==> src/rtl/floo_eject_err_sink_if.sv <==
// Narrow request/response and wide flit handshakes between a router Eject port
// and the error sink that terminates it on a dummy tile.
interface floo_eject_err_sink_if #(
  parameter int unsigned AxiIdWidth  = 6,
  parameter int unsigned NodeIdWidth = 8,
  parameter int unsigned LenWidth    = 8
);
  logic                   req_valid_i;
  logic                   req_ready_o;
  logic [1:0]             req_type_i;
  logic [AxiIdWidth-1:0]  req_axi_id_i;
  logic [LenWidth-1:0]    req_len_i;
  logic                   req_last_i;
  logic [NodeIdWidth-1:0] req_src_id_i;

  logic                   rsp_valid_o;
  logic                   rsp_ready_i;
  logic                   rsp_type_o;
  logic [AxiIdWidth-1:0]  rsp_axi_id_o;
  logic [1:0]             rsp_resp_o;
  logic                   rsp_last_o;
  logic [NodeIdWidth-1:0] rsp_dst_id_o;

  logic                   wide_valid_i;
  logic                   wide_ready_o;

  // Router side.
  modport master (
    output req_valid_i, req_type_i, req_axi_id_i, req_len_i, req_last_i, req_src_id_i,
    input  req_ready_o,
    input  rsp_valid_o, rsp_type_o, rsp_axi_id_o, rsp_resp_o, rsp_last_o, rsp_dst_id_o,
    output rsp_ready_i,
    output wide_valid_i,
    input  wide_ready_o
  );

  // Error sink side.
  modport slave (
    input  req_valid_i, req_type_i, req_axi_id_i, req_len_i, req_last_i, req_src_id_i,
    output req_ready_o,
    output rsp_valid_o, rsp_type_o, rsp_axi_id_o, rsp_resp_o, rsp_last_o, rsp_dst_id_o,
    input  rsp_ready_i,
    input  wide_valid_i,
    output wide_ready_o
  );
endinterface

==> src/rtl/floo_eject_err_sink.sv <==
// Eject-port terminator for a dummy tile: answers every narrow AXI request with
// DECERR, swallows wide flits, and keeps saturating diagnostic event counters.
module floo_eject_err_sink #(
  parameter int unsigned AxiIdWidth  = 6,
  parameter int unsigned NodeIdWidth = 8,
  parameter int unsigned LenWidth    = 8,
  parameter int unsigned CntWidth    = 16
) (
  input  logic                clk_i,
  input  logic                rst_ni,
  floo_eject_err_sink_if.slave bus,
  output logic [CntWidth-1:0] wr_err_cnt_o,
  output logic [CntWidth-1:0] rd_err_cnt_o,
  output logic [CntWidth-1:0] drop_cnt_o
);

  typedef enum logic [1:0] {REQ_AW = 2'd0, REQ_W = 2'd1, REQ_AR = 2'd2, REQ_RSVD = 2'd3} req_type_e;
  typedef enum logic [1:0] {IDLE, W_DRAIN, B_RSP, R_RSP} state_e;

  localparam logic [1:0] RespDecErr = 2'b11;

  state_e                 state_q, state_d;
  logic [AxiIdWidth-1:0]  id_q;
  logic [NodeIdWidth-1:0] src_q;
  logic [LenWidth-1:0]    len_q;
  logic [LenWidth-1:0]    beat_q;

  logic req_hs, rsp_hs, last_beat;
  logic narrow_drop, wr_done, rd_done;
  logic [1:0] drop_inc;

  function automatic logic [CntWidth-1:0] sat_add(input logic [CntWidth-1:0] cnt,
                                                   input logic [1:0]          inc);
    logic [CntWidth:0] sum;
    sum = {1'b0, cnt} + {{(CntWidth-1){1'b0}}, inc};
    return sum[CntWidth] ? {CntWidth{1'b1}} : sum[CntWidth-1:0];
  endfunction

  assign req_hs    = bus.req_valid_i & bus.req_ready_o;
  assign rsp_hs    = bus.rsp_valid_o & bus.rsp_ready_i;
  assign last_beat = (beat_q == len_q);

  // NOTE: state and data registers use non-blocking assignments so every
  // flop samples pre-edge values regardless of process ordering.
  always_ff @(posedge clk_i or negedge rst_ni) begin
    if (!rst_ni) state_q <= IDLE;
    else         state_q <= state_d;
  end

  // NOTE: next-state defaults to the current state before the case so no
  // path leaves state_d unassigned (which would infer a latch).
  always_comb begin
    state_d = state_q;
    unique case (state_q)
      IDLE: begin
        if (req_hs && bus.req_type_i == REQ_AW) state_d = W_DRAIN;
        if (req_hs && bus.req_type_i == REQ_AR) state_d = R_RSP;
      end
      W_DRAIN: if (req_hs && bus.req_last_i) state_d = B_RSP;
      B_RSP:   if (rsp_hs)                   state_d = IDLE;
      R_RSP:   if (rsp_hs && last_beat)      state_d = IDLE;
      default:                               state_d = IDLE;
    endcase
  end

  // Response fields decode only registered state, so req_* never reaches rsp_*.
  always_comb begin
    bus.req_ready_o  = 1'b0;
    bus.rsp_valid_o  = 1'b0;
    bus.rsp_type_o   = 1'b0;
    bus.rsp_last_o   = 1'b0;
    unique case (state_q)
      IDLE:    bus.req_ready_o = 1'b1;
      W_DRAIN: bus.req_ready_o = (bus.req_type_i == REQ_W);
      B_RSP: begin
        bus.rsp_valid_o = 1'b1;
        bus.rsp_last_o  = 1'b1;
      end
      R_RSP: begin
        bus.rsp_valid_o = 1'b1;
        bus.rsp_type_o  = 1'b1;
        bus.rsp_last_o  = last_beat;
      end
      default: ;
    endcase
  end

  assign bus.rsp_axi_id_o = id_q;
  assign bus.rsp_dst_id_o = src_q;
  assign bus.rsp_resp_o   = RespDecErr;
  assign bus.wide_ready_o = 1'b1;

  always_ff @(posedge clk_i or negedge rst_ni) begin
    if (!rst_ni) begin
      id_q   <= '0;
      src_q  <= '0;
      len_q  <= '0;
      beat_q <= '0;
    end else if (state_q == IDLE && req_hs &&
                 (bus.req_type_i == REQ_AW || bus.req_type_i == REQ_AR)) begin
      id_q  <= bus.req_axi_id_i;
      src_q <= bus.req_src_id_i;
      if (bus.req_type_i == REQ_AR) begin
        len_q  <= bus.req_len_i;
        beat_q <= '0;
      end
    end else if (state_q == R_RSP && rsp_hs) begin
      beat_q <= beat_q + 1'b1;
    end
  end

  assign narrow_drop = (state_q == IDLE) && req_hs &&
                       (bus.req_type_i == REQ_W || bus.req_type_i == REQ_RSVD);
  assign drop_inc    = {1'b0, narrow_drop} + {1'b0, bus.wide_valid_i};
  assign wr_done     = (state_q == B_RSP) && rsp_hs;
  assign rd_done     = (state_q == R_RSP) && rsp_hs && last_beat;

  always_ff @(posedge clk_i or negedge rst_ni) begin
    if (!rst_ni) begin
      wr_err_cnt_o <= '0;
      rd_err_cnt_o <= '0;
      drop_cnt_o   <= '0;
    end else begin
      if (wr_done)          wr_err_cnt_o <= sat_add(wr_err_cnt_o, 2'd1);
      if (rd_done)          rd_err_cnt_o <= sat_add(rd_err_cnt_o, 2'd1);
      if (drop_inc != 2'd0) drop_cnt_o   <= sat_add(drop_cnt_o, drop_inc);
    end
  end

endmodule

==> src/flat_wrapper.sv <==
// flat-port wrapper written by rule: the top's interface ports become plain ports
module floo_eject_err_sink_flat 
#(
  parameter int unsigned AxiIdWidth  = 6,
  parameter int unsigned NodeIdWidth = 8,
  parameter int unsigned LenWidth    = 8,
  parameter int unsigned CntWidth    = 16
)
  (clk_i, rst_ni, wr_err_cnt_o, rd_err_cnt_o, drop_cnt_o, bus_req_valid_i, bus_req_type_i, bus_req_axi_id_i, bus_req_len_i, bus_req_last_i, bus_req_src_id_i, bus_req_ready_o, bus_rsp_valid_o, bus_rsp_type_o, bus_rsp_axi_id_o, bus_rsp_resp_o, bus_rsp_last_o, bus_rsp_dst_id_o, bus_rsp_ready_i, bus_wide_valid_i, bus_wide_ready_o);
  floo_eject_err_sink_if #(.AxiIdWidth(AxiIdWidth), .NodeIdWidth(NodeIdWidth), .LenWidth(LenWidth)) bus_i ();
  input  logic clk_i;
  input  logic rst_ni;
  output logic [CntWidth-1:0] wr_err_cnt_o;
  output logic [CntWidth-1:0] rd_err_cnt_o;
  output logic [CntWidth-1:0] drop_cnt_o;
  input wire logic [$bits(bus_i.req_valid_i)-1:0] bus_req_valid_i;
  input wire logic [$bits(bus_i.req_type_i)-1:0] bus_req_type_i;
  input wire logic [$bits(bus_i.req_axi_id_i)-1:0] bus_req_axi_id_i;
  input wire logic [$bits(bus_i.req_len_i)-1:0] bus_req_len_i;
  input wire logic [$bits(bus_i.req_last_i)-1:0] bus_req_last_i;
  input wire logic [$bits(bus_i.req_src_id_i)-1:0] bus_req_src_id_i;
  output wire logic [$bits(bus_i.req_ready_o)-1:0] bus_req_ready_o;
  output wire logic [$bits(bus_i.rsp_valid_o)-1:0] bus_rsp_valid_o;
  output wire logic [$bits(bus_i.rsp_type_o)-1:0] bus_rsp_type_o;
  output wire logic [$bits(bus_i.rsp_axi_id_o)-1:0] bus_rsp_axi_id_o;
  output wire logic [$bits(bus_i.rsp_resp_o)-1:0] bus_rsp_resp_o;
  output wire logic [$bits(bus_i.rsp_last_o)-1:0] bus_rsp_last_o;
  output wire logic [$bits(bus_i.rsp_dst_id_o)-1:0] bus_rsp_dst_id_o;
  input wire logic [$bits(bus_i.rsp_ready_i)-1:0] bus_rsp_ready_i;
  input wire logic [$bits(bus_i.wide_valid_i)-1:0] bus_wide_valid_i;
  output wire logic [$bits(bus_i.wide_ready_o)-1:0] bus_wide_ready_o;
  assign bus_i.req_valid_i = bus_req_valid_i;
  assign bus_i.req_type_i = bus_req_type_i;
  assign bus_i.req_axi_id_i = bus_req_axi_id_i;
  assign bus_i.req_len_i = bus_req_len_i;
  assign bus_i.req_last_i = bus_req_last_i;
  assign bus_i.req_src_id_i = bus_req_src_id_i;
  assign bus_req_ready_o = bus_i.req_ready_o;
  assign bus_rsp_valid_o = bus_i.rsp_valid_o;
  assign bus_rsp_type_o = bus_i.rsp_type_o;
  assign bus_rsp_axi_id_o = bus_i.rsp_axi_id_o;
  assign bus_rsp_resp_o = bus_i.rsp_resp_o;
  assign bus_rsp_last_o = bus_i.rsp_last_o;
  assign bus_rsp_dst_id_o = bus_i.rsp_dst_id_o;
  assign bus_i.rsp_ready_i = bus_rsp_ready_i;
  assign bus_i.wide_valid_i = bus_wide_valid_i;
  assign bus_wide_ready_o = bus_i.wide_ready_o;
  floo_eject_err_sink #(.AxiIdWidth(AxiIdWidth), .NodeIdWidth(NodeIdWidth), .LenWidth(LenWidth), .CntWidth(CntWidth)) u_core (.clk_i(clk_i), .rst_ni(rst_ni), .bus(bus_i), .wr_err_cnt_o(wr_err_cnt_o), .rd_err_cnt_o(rd_err_cnt_o), .drop_cnt_o(drop_cnt_o));
endmodule
==> config.mk <==
export PLATFORM = sky130hd
export DESIGN_NAME = floo_eject_err_sink_flat
export DESIGN_NICKNAME = d
export VERILOG_FILES = /design/src/rtl/floo_eject_err_sink_if.sv /design/src/rtl/floo_eject_err_sink.sv /design/src/flat_wrapper.sv
export SDC_FILE = /design/constraint.sdc
export NUM_CORES = 1
export LEC_CHECK = 0
export ABC_CLOCK_PERIOD_IN_PS = 6400
export CAP_MARGIN = 20
export CORE_MARGIN = 3
export CORE_UTILIZATION = 53
export DETAILED_ROUTE_END_ITERATION = 8
export PLACE_DENSITY = 0.85
export RECOVER_POWER = 50
export SYNTH_ARGS = -nofsm -noshare
export SYNTH_HDL_FRONTEND = slang
export SYNTH_SLANG_ARGS = --single-unit
==> constraint.sdc <==
create_clock -name clk_i -period 6.4 [get_ports clk_i]
set_input_delay 1.28 -clock clk_i [delete_from_list [all_inputs] [get_ports clk_i]]
set_output_delay 1.28 -clock clk_i [all_outputs]
set_load 0.05 [all_outputs]
==> results of run 1 <==
==> final cells by class <==
class | instances | area share (%)
inverter | 14 | 1.01
clock inverter | 6 | 1.76
tap | 96 | 2.31
multi-input combinational | 290 | 35.4
sequential | 80 | 38.6
clock buffer | 10 | 2.65
timing repair buffer | 95 | 18.3
==> cells by family after synthesis <==
kind of cell / Yosys count / share of synthesized area (%)
AO/OA/AOI/OAI: 44 / 6.84
adder cells (fa/ha/maj): 8 / 2.71
AND/OR/NAND/NOR: 179 / 22.4
multiplexers: 29 / 8.10
flip-flops: 80 / 50.5
XOR/XNOR: 27 / 5.96
other: 1 / 0.0945
buffers and inverters: 27 / 3.41
==> flip-flops by register name, indices dropped and copies added, names as in the netlist <==
signal and cells:
u_core.rd_err_cnt_o 16, u_core.bus.rsp_dst_id_o 8, u_core.beat_q 8, u_core.bus.rsp_axi_id_o 6
u_core.wr_err_cnt_o 16, u_core.len_q 8, u_core.drop_cnt_o 16, u_core.state_q 2
==> power by group through the flow <==
stage / combinational (mW) / clock [mW] / sequential [mW]
final: 0.814 / 0.419 / 0.762
after global routing: 0.871 / 0.450 / 0.781
after CTS: 0.839 / 0.426 / 0.764
after detailed placement: 0.833 / 0 / 0.773
after global placement: 0.815 / 0 / 0.767
after floorplan: 0.281 / 0 / 1.03
==> synthesized netlist by cell type (5+ instances only) <==
library cell	count	area [sq um]
a21oi_1	14	70.1
and2_1	5	31.3
and3_1	11	68.8
dfrtp_1	80	2000
ha_1	7	87.6
inv_1	14	52.6
mux2_2	25	282
nand2_1	75	282
nand2b_1	5	31.3
nand3_1	19	95.1
nand4_1	12	75.1
nor2_1	29	109
nor3_1	6	30.0
o21ai_0	13	65.1
xnor2_1	7	61.3
xor2_1	20	175
==> stage by stage <==
stage / util (%) / hold WS [ns]
after floorplan: - / 0.465
after global placement: 70.7 / 0.485
after detailed placement: 70.7 / 0.487
after CTS: 73.9 / 0.509
after global routing: 73.9 / 0.527
final: 73.9 / 0.497
==> per-layer routing <==
| layer | vias to the layer above | track usage, % | routed length [um] |
|---|---|---|---|
| li1 | 1546 | - | - |
| met1 | 1546 | 26.5 | 3660 |
| met2 | 119 | 35.9 | 4270 |
| met3 | 14 | 6.17 | 724 |
| met4 | 0 | 7.55 | 150 |
| met5 | - | 0 | 0 |
==> cells in the final DEF (no fill, tap or decap), drive strengths merged, types with 4 or more instances in the layout <==
master	n
mux2i	4
o21ai	13
xor2	20
nand2b	5
nand4	13
dlygate4sd3	28
dfrtp	80
a21oi	14
nor2	29
inv	15
xnor2	7
ha	7
nand2	76
clkdlybuf4s50	66
and2	6
nand3	19
mux2	25
clkbuf	10
and3	11
nor3	6
==> path summary, 6_finish.rpt <==
kind | end | start
min in group asynchronous | u_core.len_q[7] | rst_ni
worst min-delay path | u_core.wr_err_cnt_o[10] | u_core.wr_err_cnt_o[10]
worst max-delay path | u_core.drop_cnt_o[1] | bus_req_type_i[0]
worst max register to register | u_core.drop_cnt_o[1] | u_core.state_q[1]
worst min register to register | u_core.wr_err_cnt_o[10] | u_core.wr_err_cnt_o[10]
max in group asynchronous | u_core.wr_err_cnt_o[3] | rst_ni
==> summary.md, run 1 <==
| Metric | Value |
|---|---|
| Buffers added on ports | `95` |
| CTS resizes | `0` |
| Peak supply drop | `0.342 mV` |
| Worst r2r path cells | `11` |
| Relative slew slack | `30.9%` |
| Setup ws final | `2.08 ns` |
| GR Util All Layers | `21.5%` |
| #FFs+latches synth | `80` |
| Area of the multi-input gates | `0.00184 sq mm` |
| Post-synth ARST share | `100%` |
| Hold WC Path Type | `register to register` |
| TritonCTS Buffers | `9` |
| Skew-Pair Late Insertion Delay | `0.35 ns` |
| DRC viols | `0` |
| Power Total | `2.00 mW` |
| Cell Rows | `30` |
| Post-Syn Area | `0.00397 sq mm` |
| Area of the core | `0.00702 sq mm` |
| Post-Syn Area per Cell | `10.0 sq um` |
| Top FF cell, synth | `dfrtp_1` |
| Stages on the worst setup path | `13` |
| Area post-placement | `0.00496 sq mm` |
| Sw Ratio | `42.5%` |
| Setup TNS | `0 ns` |
| Routed WL | `8800 um` |
| Vias in the first global route | `3174` |
| H-Tree Depth | `3` |
| Die area | `0.00856 sq mm` |
| CP max FO | `11` |
| Setup WS pre-CTS | `1.83 ns` |
| Power Density | `384 mW/mm^2` |
| Clock slew at the register clock pins of the worst setup and hold paths | `0.09 ns` |
| Drt wl/cell | `14.9 um` |
| Chip Height | `92.5 um` |
| Initial antenna violation count | `0` |
| Worst R2R Setup Slack | `3.11 ns` |
| Max incr delay on CP | `0.67 ns` |
| Register area | `0.00200 sq mm` |
| Setup violators final | `0` |
| Slew Viols, Final | `0` |
| Max Cap Viol | `0` |
| Post-synthesis sequential area ratio | `50.5%` |
| Outcome | `finished clean` |
| Fin. Hold Viols | `0` |
| Vias per cell | `5.46` |
| CTS tree | `done` |
| Leak | `2.38 nW` |
| Clock power share | `21.0%` |
| Hold-fix buffers at CTS | `0` |
| Detail Placement HPWL | `6440 um` |
| Post-Layout Cell Count | `591` |
| Post-synth EDFFs | `0` |
| Tmin final | `4.32 ns` |
| Clk_skew | `0.0123 ns` |
| I/O pin total | `99` |
| Share of cells above drive strength 1 | `9.70%` |
| Setup Fix Bufs, Post-CTS | `0` |
| Hold Path Stages | `1` |
| Starting DRT DRC Count | `186` |
| GR Overflow Total | `0` |
| CP required | `6.65 ns` |
| Part of the power in registers | `38.2%` |
| Worst-case clock buffer depth | `2` |
| Tightest Pin Transition | `1.03 ns` |
| Antenna Cells | `0` |
| Crit path top cell by count | `inv_1` |
| Nets | `528` |
| Switching power | `848 uW` |
| Combinational share of power | `40.8%` |
| Placed Instances | `575` |
| GPL Wtd Cong | `0.863` |
| Critical path's slowest cell | `dlygate4sd3_1` |
| Fmax | `0.231 GHz` |
| Vias post-DR | `3225` |
| Largest net degree at the start of global routing | `81` |
| CP bufs+invs | `4` |
| Clk root buf | `clkbuf_8` |
| Period utilization | `67.5%` |
| Worst path top cell family by delay | `simple AND/OR/NAND/NOR gates` |
| Cell area after layout | `0.00519 sq mm` |
| Die Wd | `92.5 um` |
| Crit Path Class | `primary input to register` |
| Netlist cell types | `48` |
| YS warnings | `0` |
| Routed Antenna Nets | `0` |
| 1st-pass router iterations | `5` |
| CTS sink cnt | `80` |
| Unrepaired setup endpoints after global routing | `false` |
| Worst Setup Start Kind | `primary input` |
| Synth-to-Final Area Change | `30.8%` |
| Worst Setup End Kind | `register` |
| First-pass GRT wire length | `14800 um` |
| Gate Count Post-Synth | `395` |
| Internal Pwr Total | `1.15 mW` |
| Crit path cell chain | `dlygate4sd3_1, inv_1, nor4b_1, inv_1, ha_1, ha_1, inv_1, fa_1, nor2_1, and2_1, nand4_1, nand2b_1, o211ai_1` |
| Fill cells | `512` |
| Initial Util | `56.5%` |
| WP data arrival | `4.58 ns` |
No activity file was read; power rests on OpenSTA's default activity.
==> run 2, diff against run 1 <==
--- a/config.mk
+++ b/config.mk
@@ -5,12 +5,12 @@
 export SDC_FILE = /design/constraint.sdc
 export NUM_CORES = 1
 export LEC_CHECK = 0
-export ABC_CLOCK_PERIOD_IN_PS = 6400
+export ABC_CLOCK_PERIOD_IN_PS = 3850
 export CAP_MARGIN = 20
 export CORE_MARGIN = 3
-export CORE_UTILIZATION = 53
+export CORE_UTILIZATION = 45
 export DETAILED_ROUTE_END_ITERATION = 8
-export PLACE_DENSITY = 0.85
+export PLACE_DENSITY = 0.77
 export RECOVER_POWER = 50
 export SYNTH_ARGS = -nofsm -noshare
 export SYNTH_HDL_FRONTEND = slang
==> constraint.sdc (replaced) <==
create_clock -name clk_i -period 3.85 [get_ports clk_i]
set_input_delay 0.77 -clock clk_i [delete_from_list [all_inputs] [get_ports clk_i]]
set_output_delay 0.77 -clock clk_i [all_outputs]
set_load 0.05 [all_outputs]
==> summary.md, run 2 (synthesized netlist as in run 1, its figures left out) <==
| Metric | Value |
|---|---|
| Outcome | `finished, violations left` |
| Failing checks | `capacitance limit, slew limit` |
| WP data arrival | `3.77 ns (-0.81 ns)` |
| Setup violators final | `0 (unchanged)` |
| Relative slew slack | `-31.8% (-63 points)` |
| Setup Fix Bufs, Post-CTS | `0 (unchanged)` |
| Crit path top cell by count | `inv_1` |
| 1st-pass router iterations | `4 (-1)` |
| Initial Util | `47.3% (-9.2 points)` |
| Setup WS pre-CTS | `-0.0437 ns (-1.87 ns)` |
| Clock slew at the register clock pins of the worst setup and hold paths | `0.08 ns (about the same)` |
| CP required | `4.11 ns (-2.54 ns)` |
| Worst R2R Setup Slack | `0.71 ns (-2.40 ns)` |
| Peak supply drop | `0.486 mV (+42%)` |
| Most frequent cells in the layout | `82 x clkdlybuf4s50_1, 80 x dfrtp_1, 75 x nand2_1` |
| Max Cap Viol | `1 (+1)` |
| RR Startpoint | `u_core.state_q[0]` |
| Buffers added on ports | `95 (unchanged)` |
| Power Density | `636 mW/mm^2 (+65%)` |
| CTS sink cnt | `80 (unchanged)` |
| CTS tree | `done` |
| H-Tree Depth | `3 (unchanged)` |
| Initial antenna violation count | `0 (unchanged)` |
| CP max FO | `11 (unchanged)` |
| Share of cells above drive strength 1 | `9.82% (+0.12 points)` |
| Fmax | `0.285 GHz` |
| Period utilization | `91.3%` |
| Fin. Hold Viols | `0 (unchanged)` |
| Tightest Pin Transition | `1.98 ns (+0.946 ns)` |
| GPL Wtd Cong | `0.809 (-6.2%)` |
| Unrepaired setup endpoints after global routing | `false` |
| Routed Antenna Nets | `0 (unchanged)` |
| Hold WS | `0.499 ns (+0.00124 ns)` |
| Clk root buf | `clkbuf_8` |
| Critical path's slowest cell | `clkdlybuf4s50_1` |
| TritonCTS Buffers | `9 (unchanged)` |
| Hold WC Path Type | `register to register` |
| Hold path startpoint | `u_core.wr_err_cnt_o[10]` |
| Worst Setup Start Kind | `primary input` |
| Critical R2R Capture | `u_core.drop_cnt_o[1]` |
| Synth-to-Final Area Change | `31.1%` |
| Nets | `534 (+1.1%)` |
| Hold Path Stages | `1 (unchanged)` |
| Tmin final | `3.51 ns` |
| Top Registers | `u_core.drop_cnt_o (16), u_core.rd_err_cnt_o (16), u_core.wr_err_cnt_o (16)` |
| Crit path cell chain | `clkdlybuf4s50_1, inv_1, nor4b_1, inv_1, ha_1, ha_1, inv_1, fa_1, nor2_1, and2_1, nand4_1, nand2b_1, o211ai_1` |
| GR Util All Layers | `18.8% (-2.7 points)` |
| Area of the core | `0.00838 sq mm (+19%)` |
| Vias per cell | `5.34 (-2.2%)` |
| Chip Height | `99.9 um (+8.0%)` |
| I/O pin total | `99 (unchanged)` |
| Vias in the first global route | `3186 (+0.38%)` |
| Hold-fix buffers at CTS | `0 (unchanged)` |
| Worst r2r path cells | `12 (+1)` |
| Die area | `0.00998 sq mm (+17%)` |
| Leak | `2.37 nW (-0.37%)` |
| Slew Viols, Final | `81 (+81)` |
| Setup ws final | `0.335 ns (-1.74 ns)` |
| Largest net degree at the start of global routing | `81 (unchanged)` |
| Routed WL | `8950 um (+1.7%)` |
| Cell Rows | `33 (+10%)` |
| Endpoint, Worst Hold | `u_core.wr_err_cnt_o[10]` |
| Die Wd | `99.9 um (+8.0%)` |
| Crit Path Class | `primary input to register` |
| Worst-case clock buffer depth | `2 (unchanged)` |
| DRC viols | `0 (unchanged)` |
| Antenna Cells | `0 (unchanged)` |
| Skew-Pair Late Insertion Delay | `0.35 ns (about the same)` |
| Most common cell after layout, fill and taps aside | `clkdlybuf4s50_1` |
| CTS resizes | `0 (unchanged)` |
| Worst Setup End Kind | `register` |
| Detail Placement HPWL | `6490 um (+0.90%)` |
| Drt wl/cell | `14.8 um (-0.53%)` |
| Clk_skew | `0.00661 ns (-0.00572 ns)` |
| Starting DRT DRC Count | `117 (-37%)` |
| Vias post-DR | `3225 (unchanged)` |
| GR Overflow Total | `0 (unchanged)` |
| First-pass GRT wire length | `15200 um (+2.7%)` |
| Max incr delay on CP | `0.48 ns (-0.19 ns)` |
run 2: changes by cell type in the layout (fill, tap and decap cells not counted), sizes merged:
cell           change
inv                -1
clkbuf             +3
clkinv             -1
buf                +3
clkdlybuf4s50     +16
dlygate4sd3       -16
run 2: layer usage:
metal	GRT usage, %	vias to the layer above	share of wire [%]
li1	-	1543	-
met1	23.8	1576	42
met2	30.5	92	49
met3	6.60	14	6.8
met4	5.57	0	1.5
met5	0	-	0
run 2: area by class of cell:
type                            instances  area (sq um)
Clock inverter                          4          70.1
Fill cell                             700          3180
Multi-Input combinational cell        290          1820
Clock buffer                           10           138
Sequential cell                        80          2000
Tap cell                              105           131
Timing Repair Buffer                  101           983
Inverter                               14          52.6
run 2: worst max-delay path by stage:
stage / slack, ns / start / endpoint
floorplan: 0.71 / bus_req_type_i[0] / u_core.drop_cnt_o[12]
global placement: 0.07 / bus_req_type_i[0] / u_core.drop_cnt_o[1]
detailed placement: -0.04 / bus_req_type_i[0] / u_core.drop_cnt_o[1]
CTS: 0.31 / bus_req_type_i[0] / u_core.drop_cnt_o[1]
global route: 0.09 / bus_req_type_i[0] / u_core.drop_cnt_o[1]
finish: 0.34 / bus_req_type_i[0] / u_core.drop_cnt_o[1]
run 2: critical path, delay by kind of cell:
| kind | cells | cell delay (ns) |
|---|---|---|
| AOI/OAI and AO/OA | 1 | 0.19 |
| adders and majority gates | 3 | 0.79 |
| buffers and inverters | 4 | 0.68 |
| and+or+nand+nor | 5 | 1.34 |
run 2: through the flow:
stage	cells	setup TNS, ns	area [sq um]	power (mW)	util (%)
global placement	590	0	5020	2.66	59.9
global route	604	0	5200	3.49	62.0
floorplan	397	0	3980	2.18	-
detailed placement	590	-0.0543	5020	2.69	59.9
finish	604	0	5200	3.30	62.0
CTS	604	0	5230	3.37	62.3
run 2: report_power, final:
part | total [mW] | switching [mW] | internal, mW
clock network | 0.666 | 0.293 | 0.374
logic | 1.40 | 0.904 | 0.495
registers | 1.24 | 0.191 | 1.05
==> run 3, diff against run 2 <==
--- a/config.mk
+++ b/config.mk
@@ -9,6 +9,7 @@
 export CAP_MARGIN = 20
 export CORE_MARGIN = 3
 export CORE_UTILIZATION = 45
+export CTS_CLUSTER_SIZE = 24
 export DETAILED_ROUTE_END_ITERATION = 8
 export PLACE_DENSITY = 0.77
 export RECOVER_POWER = 50
==> results of run 3 <==
The final DEF is identical to that of run 2; final timing and power are the same.
